==> src/rtl/decoder_3to8_pulse_if.sv <==
// Encoded-select bus between a code source and the 3-to-8 pulse decoder.
// The source drives enable/code/code_valid; the decoder returns ready and the strobe outputs.
interface decoder_3to8_pulse_if;
   logic       enable;
   logic [2:0] code;
   logic       code_valid;
   logic       code_ready;
   logic [7:0] y;
   logic       busy;
   logic       done;
   logic       abort;

   modport master (
      output enable, code, code_valid,
      input  code_ready, y, busy, done, abort
   );

   modport slave (
      input  enable, code, code_valid,
      output code_ready, y, busy, done, abort
   );
endinterface

==> src/rtl/decoder_3to8_pulse.sv <==
// Sequential 3-to-8 decoder: each accepted code becomes a registered one-hot strobe
// of PULSE_LEN cycles, followed by GAP_LEN quiet cycles before the next accept.
module decoder_3to8_pulse #(
   parameter int PULSE_LEN = 4,
   parameter int GAP_LEN   = 1
) (
   input  logic                 clk,
   input  logic                 rst_n,
   decoder_3to8_pulse_if.slave  bus
);

   typedef enum logic [1:0] {
      IDLE   = 2'd0,
      ACTIVE = 2'd1,
      GAP    = 2'd2
   } state_t;

   localparam logic [7:0] PULSE_LOAD = 8'(PULSE_LEN - 1);
   localparam logic [7:0] GAP_LOAD   = (GAP_LEN > 0) ? 8'(GAP_LEN - 1) : 8'd0;

   state_t     state_reg, state_next;
   logic [7:0] count_reg, count_next;
   logic [7:0] y_reg, y_next;
   logic       busy_reg, busy_next;
   logic       done_reg, done_next;
   logic       abort_reg, abort_next;

   assign bus.code_ready = bus.enable && (state_reg == IDLE);
   assign bus.y          = y_reg;
   assign bus.busy       = busy_reg;
   assign bus.done       = done_reg;
   assign bus.abort      = abort_reg;

   always_ff @(posedge clk or negedge rst_n) begin
      if (!rst_n) begin
         state_reg <= IDLE;
         count_reg <= 8'd0;
         y_reg     <= 8'd0;
         busy_reg  <= 1'b0;
         done_reg  <= 1'b0;
         abort_reg <= 1'b0;
      end else begin
         state_reg <= state_next;
         count_reg <= count_next;
         y_reg     <= y_next;
         busy_reg  <= busy_next;
         done_reg  <= done_next;
         abort_reg <= abort_next;
      end
   end

   // One down-counter is shared by the strobe and the gap; abort beats normal completion.
   always_comb begin
      state_next = state_reg;
      count_next = count_reg;
      y_next     = y_reg;
      busy_next  = busy_reg;
      done_next  = 1'b0;
      abort_next = 1'b0;
      case (state_reg)
         IDLE: begin
            if (bus.code_valid && bus.code_ready) begin
               state_next = ACTIVE;
               y_next     = 8'b1 << bus.code;
               busy_next  = 1'b1;
               count_next = PULSE_LOAD;
            end
         end
         ACTIVE: begin
            if (!bus.enable) begin
               state_next = IDLE;
               y_next     = 8'd0;
               busy_next  = 1'b0;
               abort_next = 1'b1;
               count_next = 8'd0;
            end else if (count_reg == 8'd0) begin
               y_next    = 8'd0;
               done_next = 1'b1;
               if (GAP_LEN > 0) begin
                  state_next = GAP;
                  count_next = GAP_LOAD;
               end else begin
                  state_next = IDLE;
                  busy_next  = 1'b0;
               end
            end else begin
               count_next = count_reg - 8'd1;
            end
         end
         GAP: begin
            if (!bus.enable) begin
               state_next = IDLE;
               busy_next  = 1'b0;
               abort_next = 1'b1;
               count_next = 8'd0;
            end else if (count_reg == 8'd0) begin
               state_next = IDLE;
               busy_next  = 1'b0;
            end else begin
               count_next = count_reg - 8'd1;
            end
         end
         default: begin
            state_next = IDLE;
            y_next     = 8'd0;
            busy_next  = 1'b0;
            count_next = 8'd0;
         end
      endcase
   end

endmodule
==> src/flat_wrapper.sv <==
// flat-port wrapper written by rule: the top's interface ports become plain ports
module decoder_3to8_pulse_flat 
#(
   parameter int PULSE_LEN = 4,
   parameter int GAP_LEN   = 1
)
  (clk, rst_n, bus_enable, bus_code, bus_code_valid, bus_code_ready, bus_y, bus_busy, bus_done, bus_abort);
  decoder_3to8_pulse_if bus_i ();
  input  logic clk;
  input  logic rst_n;
  input wire logic [$bits(bus_i.enable)-1:0] bus_enable;
  input wire logic [$bits(bus_i.code)-1:0] bus_code;
  input wire logic [$bits(bus_i.code_valid)-1:0] bus_code_valid;
  output wire logic [$bits(bus_i.code_ready)-1:0] bus_code_ready;
  output wire logic [$bits(bus_i.y)-1:0] bus_y;
  output wire logic [$bits(bus_i.busy)-1:0] bus_busy;
  output wire logic [$bits(bus_i.done)-1:0] bus_done;
  output wire logic [$bits(bus_i.abort)-1:0] bus_abort;
  assign bus_i.enable = bus_enable;
  assign bus_i.code = bus_code;
  assign bus_i.code_valid = bus_code_valid;
  assign bus_code_ready = bus_i.code_ready;
  assign bus_y = bus_i.y;
  assign bus_busy = bus_i.busy;
  assign bus_done = bus_i.done;
  assign bus_abort = bus_i.abort;
  decoder_3to8_pulse #(.PULSE_LEN(PULSE_LEN), .GAP_LEN(GAP_LEN)) u_core (.clk(clk), .rst_n(rst_n), .bus(bus_i));
endmodule
==> config.mk <==
export PLATFORM = sky130hd
export DESIGN_NAME = decoder_3to8_pulse_flat
export DESIGN_NICKNAME = d
export VERILOG_FILES = /design/src/rtl/decoder_3to8_pulse_if.sv /design/src/rtl/decoder_3to8_pulse.sv /design/src/flat_wrapper.sv
export SDC_FILE = /design/constraint.sdc
export NUM_CORES = 1
export LEC_CHECK = 0
export BUFFER_PORTS_ARGS = -buffer_cell sky130_fd_sc_hd__buf_2
export CAP_MARGIN = 40
export CORE_UTILIZATION = 55
export DETAILED_ROUTE_END_ITERATION = 8
export GPL_TIMING_DRIVEN = 0
export PLACE_DENSITY = 0.78
export REMOVE_ABC_BUFFERS = 1
export SLEW_MARGIN = 20
export SYNTH_ARGS = -nofsm -noshare
export SYNTH_HDL_FRONTEND = slang
export SYNTH_SLANG_ARGS = --single-unit
==> constraint.sdc <==
create_clock -name clk -period 3.3 [get_ports clk]
set_input_delay 0.33 -clock clk [delete_from_list [all_inputs] [get_ports clk]]
set_output_delay 0.33 -clock clk [all_outputs]
set_load 0.005 [all_outputs]
==> key figures, run 1 <==
Cells and area
  • Sequential Area: 526 um2
  • Nets: 146
  • Layout cell share with drive strength beyond 1: 31.8%
  • Finished Cell Area: approximately 1300 um2
  • Fin cells: 159
  • Most frequent cells in the layout: 21 x dfrtp_1, 18 x buf_2, 12 x nor2_1
  • # fillers: 173
  • Area of the multi-input gates: 639 um2
  • N_diodes: 0
  • Commonest non-fill, non-tap cell in the layout: dfrtp_1
  • Area Growth Syn to Fin: 10.9%
  • Util after Layout: 66.6%

Floorplan
  • Initial Util: 60.1%
  • CORE AREA: 2020 um2
  • I/O pins: 19
  • Rows: 16
  • Die height: 49 um
  • Die ar.: 2400 um2
  • Die Span X: 49 um

Worst setup path
  • CP max-delay cell: or3_1
  • Max FO, Critical Path: 8
  • WS Path Type: flip-flop to flip-flop
  • Worst Setup EP: u_core.bus.y[5]$_DFFE_PN0P_
  • Critical path startpoint category: flip-flop
  • Crit path from: u_core.count_reg[0]$_DFFE_PN0P_
  • Crit Reg-Reg Endpoint: u_core.bus.y[5]$_DFFE_PN0P_
  • Reg-to-reg startpoint: u_core.count_reg[0]$_DFFE_PN0P_
  • Crit. path cell count: 6
  • R2r setup slk: 1.14 ns
  • Critical Path RT: 3.50 ns
  • R2R depth: 6
  • Cells along the critical path: inv_1 -> ha_1 -> nor3b_2 -> a21oi_2 -> or3_1 -> mux2_4
  • Worst setup EP type: flip-flop
  • Buffers plus inverters on the worst setup path: 1
  • CP arrival: about 2.4 ns
  • CP max stage delay: 0.56 ns
  • Top cell family by delay on the critical path: simple AND/OR/NAND/NOR gates

Timing
  • Final hold vios: 0
  • Setup Total Neg Slack: 0 ns
  • Tmin final: 2.16 ns
  • Slew HR: ~66%
  • Final hold slack: roughly 0.24 ns
  • Unrepaired setup endpoints after global routing: false
  • Final setup vio count: 0
  • Slew @ Worst Pin: 0.503 ns
  • FMAX: 0.462 GHz
  • Clk_skew: 0.00502 ns
  • Setup WS post-layout: 1.14 ns
  • Tcrit/Tclk final: between 60 and 70%
  • Fin. max-slew vios: 0

Clock tree
  • Clock Path Buffers: 2
  • Cts bufs inserted: 3
  • Clk sinks: 21
  • # H-tree levels: 1
  • Clock root buffer: clkbuf_4
  • CTS tree: yes
  • CTS clk-pin slew, worst paths: 0.12 ns
  • Post-CTS setup buffers: 0
  • Clock Latency Late Sink: slightly above 0.3 ns

Worst hold path
  • Min-delay worst type: input port to flip-flop
  • Hold path depth: 2

Route
  • Via count: 929
  • DR pass1 iterations: 4
  • Per-cell routed wire length: 14.2 um
  • Iter 0 DRT Violations: 24
  • Drc violations: 0
  • ANT nets after route: 0
  • Vias per std cell: 5.84
  • WL final: 2.25 mm

Synthesis
  • Post-synth EDFFs: 0
  • Post-synthesis cell type count: 38
  • Synth Instances: 114
  • Mapped Avg Cell Area: 10.7 um2
  • Ys Warns: 0
  • Seq/Total Area, Yosys: ~43%
  • Post-Syn Area: 1210 um2
  • Number of synthesized register bits: 21
  • Synth Flop Type: dfrtp_1
  • Async SR Flop Fraction: 100%

Place
  • DP Cell Count: ~150
  • Placed standard-cell area: 1310 um2
  • Detailed placer's ending HPWL: 1.65 mm
  • I/O Buffers: 18
  • Pre-CTS setup slack: between 1 and 1.5 ns
  • RD Place Congestion: 0.825

Global route
  • Gr usage total: a little over a fifth
  • Remaining Overflow, GRT: 0
  • Initial antenna violation count: 0
  • Vias in the first global route: 849
  • Largest net degree at the start of global routing: 22
  • First-pass GRT wire length: between 3 and 4 mm

Power and ir drop
  • VDD IR-drop max: between 400 and 500 uV
  • Leak: 0.666 nW
  • Power per standard cell area: 917 nW/um2
  • Total Power: 1.24 mW

Outcome
  • Status: completed

Flow run
  • Max-cap violations: 0
repair_timing:
| item | CTS | global route |
|---|---|---|
| resized for setup | 0 | 0 |
| hold buffers | 1 | 0 |
| endpoints found under the hold margin | 21 | 0 |
where the power goes:
group | switching [mW] | internal, mW | total, mW
registers | 0.0869 | 0.348 | 0.435
logic | 0.356 | 0.319 | 0.675
clock network | 0.0795 | 0.0473 | 0.127
total | 0.522 | 0.714 | 1.24
worst register-to-register path: stages (launching register included):
cell and delay (ns):
dfrtp_1 0.42, inv_1 0.11, ha_1 0.14, nor3b_2 0.32, a21oi_2 0.13, or3_1 0.56, mux2_4 0.38
layout make-up:
class	count	area share (%)
timing repair buffer	19	7.43
tap	27	2.51
sequential	21	39.0
clock buffer	4	1.95
inverter	6	1.67
multi-input combinational	82	47.4
cells in the mapped netlist, drive strengths merged (2+ instances only):
cell type | count | area share [%]
dfrtp | 21 | 43
nor2 | 12 | 3.7
mux2 | 10 | 12
ha | 6 | 6.2
inv | 6 | 1.9
nand2 | 6 | 1.9
a22oi | 5 | 3.1
o21ai | 5 | 2.1
or3 | 4 | 2.2
a21oi | 3 | 1.5
and2 | 3 | 1.6
clkbuf | 3 | 0.93
nand2b | 3 | 1.5
nor3 | 3 | 1.2
a31o | 2 | 1.4
buf | 2 | 1.3
nor2b | 2 | 1.0
nor4 | 2 | 2.3
o41ai | 2 | 1.4
or4 | 2 | 1.4
cell families (layout without fill, tap and decap cells):
family / after synthesis / in the layout / share of synthesized area, %
multiplexers: 10 / 10 / 11.7
AO/OA/AOI/OAI: 25 / 25 / 15.1
buffers and inverters: 11 / 29 / 4.12
adder cells (fa/ha/maj): 6 / 6 / 6.18
AND/OR/NAND/NOR: 41 / 41 / 19.6
flip-flops: 21 / 21 / 43.3
metal layers:
layer  vias up  share of wire, %  global-route usage, %
met5         -                 0                      0
met4         0               1.6                   8.82
met3         4               4.2                   3.74
met2        26                49                   35.9
met1       452                46                   27.3
li1        447                 -                      -
how the worst min path moves through the flow:
stage | slack, ns | start | endpoint
floorplan | 0.03 | rst_n | u_core.bus.abort$_DFF_PN0_
global placement | 0.31 | rst_n | u_core.count_reg[5]$_DFFE_PN0P_
detailed placement | 0.30 | rst_n | u_core.count_reg[6]$_DFFE_PN0P_
CTS | 0.23 | bus_enable | u_core.bus.abort$_DFF_PN0_
global route | 0.24 | bus_enable | u_core.bus.abort$_DFF_PN0_
finish | 0.24 | bus_enable | u_core.bus.abort$_DFF_PN0_
(Power assumes the default switching activity.)
==> run 2, diff against run 1 <==
- clock period: 3.3 -> 2.2 ns (I/O delays scaled with it)
==> key figures, run 2 (same netlist as run 1, synthesis figures left out) <==
Worst setup path
  • Worst setup EP type: flip-flop
  • Critical path startpoint category: flip-flop
  • R2R depth: 6
  • Max FO, Critical Path: 12
  • Top cell family by delay on the critical path: compound AO/OA/AOI/OAI gates
  • Reg-to-reg startpoint: u_core.state_reg[0]$_DFFE_PN0P_
  • Cells along the critical path: inv_1 -> ha_1 -> a21boi_0 -> a31o_2 -> nor2_1 -> a221oi_1
  • Critical Path RT: 2.42 ns
  • R2r setup slk: 0.19 ns
  • CP max stage delay: 0.44 ns
  • Crit Reg-Reg Endpoint: u_core.count_reg[0]$_DFFE_PN0P_
  • WS Path Type: flip-flop to flip-flop
  • CP arrival: 2.23 ns
  • Buffers plus inverters on the worst setup path: 1
  • CP max-delay cell: dfrtp_1

Cells and area
  • Commonest non-fill, non-tap cell in the layout: dfrtp_1
  • Nets: 146
  • Layout cell share with drive strength beyond 1: 32.6%
  • Area Growth Syn to Fin: 11.3%
  • Most frequent cells in the layout: 21 x dfrtp_1, 18 x buf_2, 12 x nor2_1
  • Util after Layout: 66.9%
  • N_diodes: 0

Clock tree
  • Post-CTS setup buffers: 0
  • Cts bufs inserted: 3
  • Clock Latency Late Sink: 0.31 ns
  • CTS clk-pin slew, worst paths: 0.12 ns
  • Clock root buffer: clkbuf_4
  • CTS tree: yes
  • Clock Path Buffers: 2
  • # H-tree levels: 1
  • Clk sinks: 21

Timing
  • Clk_skew: a little over 0.006 ns
  • Fin. max-slew vios: 0
  • Slew HR: between 60% and 70%
  • Tcrit/Tclk final: between 90% and 100%
  • Final hold vios: 0
  • Final setup vio count: 0
  • Setup WS post-layout: 0.189 ns
  • FMAX: a little under 0.5 GHz
  • Tmin final: 2.01 ns
  • Slew @ Worst Pin: 0.507 ns

Power and ir drop
  • Power per standard cell area: 1380 nW/um2
  • VDD IR-drop max: 641 uV
  • Leak: 0.666 nW

Global route
  • Vias in the first global route: roughly 850
  • First-pass GRT wire length: 3.84 mm
  • Remaining Overflow, GRT: 0
  • Gr usage total: 21.4%
  • Largest net degree at the start of global routing: 22
  • Initial antenna violation count: 0

Flow run
  • Max-cap violations: 0

Route
  • ANT nets after route: 0
  • Drc violations: 0
  • Iter 0 DRT Violations: 18
  • Via count: ~930
  • Vias per std cell: 5.87
  • WL final: 2.26 mm
  • Per-cell routed wire length: 14.2 um
  • DR pass1 iterations: 4

Worst hold path
  • Min-delay worst type: input port to flip-flop
  • Hold path depth: 2
  • Hold Crit Start: bus_enable
  • Hold endpoint: u_core.bus.abort$_DFF_PN0_

Floorplan
  • Die height: 49 um
  • I/O pins: 19
  • Die Span X: 49 um
  • CORE AREA: between 2000 and 2500 um2
  • Die ar.: 2400 um2
  • Initial Util: 60.1%
  • Rows: 16

Place
  • I/O Buffers: 18
  • Detailed placer's ending HPWL: 1.65 mm
  • RD Place Congestion: 0.825
  • Pre-CTS setup slack: 0.0436 ns

Outcome
  • Status: completed
## run 2: cell count changes in the layout (fill, tap and decap cells not counted)
cell	before	now
or3_4	0	1
or3_1	3	2
## run 2: cell type report
cell class	count	area (um2)
multi-input cells	82	644
clock buffers	4	26.3
flip-flops and latches	21	526
fillers	173	669
inverters	6	22.5
repair buffers	19	100
well taps	27	33.8
## run 2: per-layer routing
layer  routed length (um)  part of all wire [%]  vias to the layer above  track usage (%)
met3                   80                   3.5                        6             3.74
met4                   43                   1.9                        0             8.82
li1                     -                     -                      446                -
met5                    0                     0                        -                0
met2                 1100                    49                       26             35.9
met1                 1030                    46                      455             27.3
## run 2: how the worst max path moves through the flow
stage | endpoint | cells past startpoint | start
after floorplan | u_core.bus.y[0]$_DFFE_PN0P_ | 6 | u_core.count_reg[0]$_DFFE_PN0P_
after CTS | u_core.bus.y[5]$_DFFE_PN0P_ | 5 | u_core.state_reg[0]$_DFFE_PN0P_
after detailed placement | u_core.bus.y[5]$_DFFE_PN0P_ | 5 | u_core.state_reg[0]$_DFFE_PN0P_
after global routing | u_core.count_reg[0]$_DFFE_PN0P_ | 6 | u_core.state_reg[0]$_DFFE_PN0P_
final | u_core.count_reg[0]$_DFFE_PN0P_ | 6 | u_core.state_reg[0]$_DFFE_PN0P_
after global placement | u_core.bus.y[7]$_DFFE_PN0P_ | 6 | u_core.count_reg[0]$_DFFE_PN0P_
## run 2: per-stage QoR
step	total power [mW]	std cells	instance area (um2)	TNS, ns	hold WS, ns
finish	1.87	159	1350	0	0.125
global route	2.01	159	1350	-0.000194	0.132
CTS	1.86	159	1350	0	0.121
detailed placement	1.66	154	1310	0	0.195
global placement	1.62	154	1310	0	0.197
floorplan	1.41	109	1190	0	-0.0756
## run 2: what timing repair did
| item | 4_1_cts | 5_1_grt |
|---|---|---|
| hold buffers | 1 | 0 |
| endpoints found under the setup margin | 0 | 8 |
| resized for setup | 0 | 1 |
| hold endpoints to repair | 21 | 0 |
## run 2: worst register-to-register path, stage by stage, from the launching register on
cell and delay [ns]:
dfrtp_1 0.44, inv_1 0.09, ha_1 0.34, a21boi_0 0.37
a31o_2 0.31, nor2_1 0.07, a221oi_1 0.29
## run 2: power by group
group          leakage [nW]  switching (mW)  total (mW)  internal (mW)
Combinational         0.372           0.533        1.02          0.488
Clock                0.0150           0.121       0.192         0.0710
Sequential            0.279           0.130       0.652          0.522
Total                 0.666           0.785        1.87           1.08
==> run 3, diff against run 2 <==
- CTS_BUF_LIST: unset -> sky130_fd_sc_hd__clkbuf_16
==> key figures, run 3 (same netlist as run 1, synthesis figures left out) <==
Worst setup path
  • WS Path Type: flip-flop to flip-flop
  • Reg-to-reg startpoint: u_core.count_reg[0]$_DFFE_PN0P_
  • Top cell family by delay on the critical path: simple AND/OR/NAND/NOR gates
  • CP arrival: 2.17 ns
  • Buffers plus inverters on the worst setup path: 1
  • Critical path startpoint category: flip-flop
  • Crit path from: u_core.count_reg[0]$_DFFE_PN0P_
  • Worst setup EP type: flip-flop
  • Cells along the critical path: inv_1 -> ha_1 -> nor3b_2 -> a21oi_2 -> or3_4 -> mux2_4
  • R2r setup slk: 0.17 ns
  • Crit Reg-Reg Endpoint: u_core.bus.y[5]$_DFFE_PN0P_
  • CP max-delay cell: or3_4
  • Critical Path RT: between 2 and 2.5 ns
  • Max FO, Critical Path: 8
  • CP max stage delay: about 0.44 ns
  • R2R depth: 6

Cells and area
  • N_diodes: 0
  • # fillers: ~160
  • Most frequent cells in the layout: 21 x dfrtp_1, 18 x buf_2, 12 x nor2_1
  • Area Growth Syn to Fin: 15.7%
  • Fin cells: between 150 and 200
  • Commonest non-fill, non-tap cell in the layout: dfrtp_1
  • Finished Cell Area: roughly 1400 um2
  • Nets: 146
  • Layout cell share with drive strength beyond 1: about a third
  • Util after Layout: about 69%

Floorplan
  • Die Span X: 49 um
  • I/O pins: 19
  • CORE AREA: 2020 um2
  • Die ar.: around 2400 um2
  • Rows: 16
  • Initial Util: 60.1%
  • Die height: 49 um

Worst hold path
  • Hold Crit Start: bus_enable
  • Hold endpoint: u_core.bus.abort$_DFF_PN0_
  • Min-delay worst type: input port to flip-flop
  • Hold path depth: 2

Route
  • Via count: 945
  • WL final: 2.36 mm
  • ANT nets after route: 0
  • Per-cell routed wire length: 14.8 um
  • DR pass1 iterations: 4
  • Vias per std cell: between 5 and 6
  • Drc violations: 0
  • Iter 0 DRT Violations: 24

Timing
  • Slew @ Worst Pin: 0.533 ns
  • Final hold vios: 0
  • Final setup vio count: 0
  • Slew HR: about 64%
  • Unrepaired setup endpoints after global routing: false
  • FMAX: slightly below 0.5 GHz
  • Tmin final: 2.03 ns
  • Fin. max-slew vios: 0
  • Setup WS post-layout: around 0.17 ns
  • Tcrit/Tclk final: 92.5%
  • Setup Total Neg Slack: 0 ns
  • Clk_skew: 0.00298 ns

Power and ir drop
  • Sequential fraction of design power: 32.0%
  • VDD IR-drop max: roughly 670 uV
  • Leak: 0.694 nW
  • Sw power: 0.816 mW
  • P_int: 1.26 mW
  • Clk network pwr share: 18.4%
  • Power per standard cell area: 1480 nW/um2
  • Sw Share: between 30% and 40%
  • Comb power frac: between 40% and 50%

Clock tree
  • Clk sinks: 21
  • # H-tree levels: 1
  • CTS clk-pin slew, worst paths: 0.06 ns
  • CTS tree: yes
  • Clock Path Buffers: 2
  • Clock root buffer: clkbuf_16
  • Cts bufs inserted: 3
  • Clock Latency Late Sink: 0.25 ns

Place
  • Detailed placer's ending HPWL: 1.65 mm
  • RD Place Congestion: 0.825
  • DP Cell Count: 154
  • I/O Buffers: 18
  • Pre-CTS setup slack: 0.0436 ns
  • Placed standard-cell area: 1310 um2

Outcome
  • Status: completed

Global route
  • Initial antenna violation count: 0
  • First-pass GRT wire length: 4.12 mm
  • Largest net degree at the start of global routing: 22
  • Vias in the first global route: a little under 900
  • Gr usage total: 22.8%
  • Remaining Overflow, GRT: 0

Flow run
  • Max-cap violations: 0
==> run 3: cell types whose count changed in the layout (fill, tap and decap cells not counted) <==
| cell | previous run | this run |
|---|---|---|
| inv_1 | 6 | 7 |
| clkbuf_1 | 1 | 0 |
| clkbuf_16 | 0 | 3 |
| clkbuf_4 | 3 | 0 |
==> run 3: worst max-delay path by stage <==
stage | to | cells after the start | slack, ns
CTS | u_core.bus.y[5]$_DFFE_PN0P_ | 6 | 0.02
detailed placement | u_core.bus.y[5]$_DFFE_PN0P_ | 5 | 0.04
finish | u_core.bus.y[5]$_DFFE_PN0P_ | 6 | 0.17
global placement | u_core.bus.y[7]$_DFFE_PN0P_ | 6 | 0.10
floorplan | u_core.bus.y[0]$_DFFE_PN0P_ | 6 | 0.26
global route | u_core.count_reg[0]$_DFFE_PN0P_ | 6 | 0.03
==> run 3: layout make-up <==
| class | instances | area (um2) | area share [%] |
|---|---|---|---|
| multi-input combinational | 82 | 644 | 45.9 |
| inverter | 6 | 22.5 | 1.60 |
| tap | 27 | 33.8 | 2.40 |
| clock inverter | 1 | 3.75 | 0.267 |
| clock buffer | 3 | 75.1 | 5.34 |
| timing repair buffer | 19 | 100 | 7.12 |
| sequential | 21 | 526 | 37.4 |
==> run 3: layer usage <==
metal  track usage, %  routed length [um]  share of wire [%]  vias up
met5                0                   0                  0        -
met4             9.80                  46                1.9        0
met3             3.12                 150                6.4        7
met2             37.5                1160                 49       41
met1             29.9                1010                 43      449
li1                 -                   -                  -      448
==> run 3: power by group through the flow <==
| stage | logic (mW) | registers, mW | clock network (mW) |
|---|---|---|---|
| 4_1_cts | 1.02 | 0.663 | 0.385 |
| 3_5_place_dp | 1.00 | 0.660 | 0 |
| 5_1_grt | 1.14 | 0.683 | 0.401 |
| 6_report | 1.03 | 0.662 | 0.381 |
| 3_3_place_gp | 0.970 | 0.648 | 0 |
| 2_1_floorplan | 0.772 | 0.638 | 0 |
==> run 3: per-stage QoR <==
step                      power [mW]  hold slack (ns)
after floorplan                 1.41          -0.0756
after global placement          1.62            0.197
after detailed placement        1.66            0.195
after CTS                       2.07            0.195
after global routing            2.22            0.215
final                           2.07            0.198
==> run 3: repair_timing <==
action,4_1_cts,5_1_grt
endpoints found under the hold margin,21,0
setup buffers,0,0
resized for setup,0,1
hold buffers,1,0
setup endpoints to repair,0,8
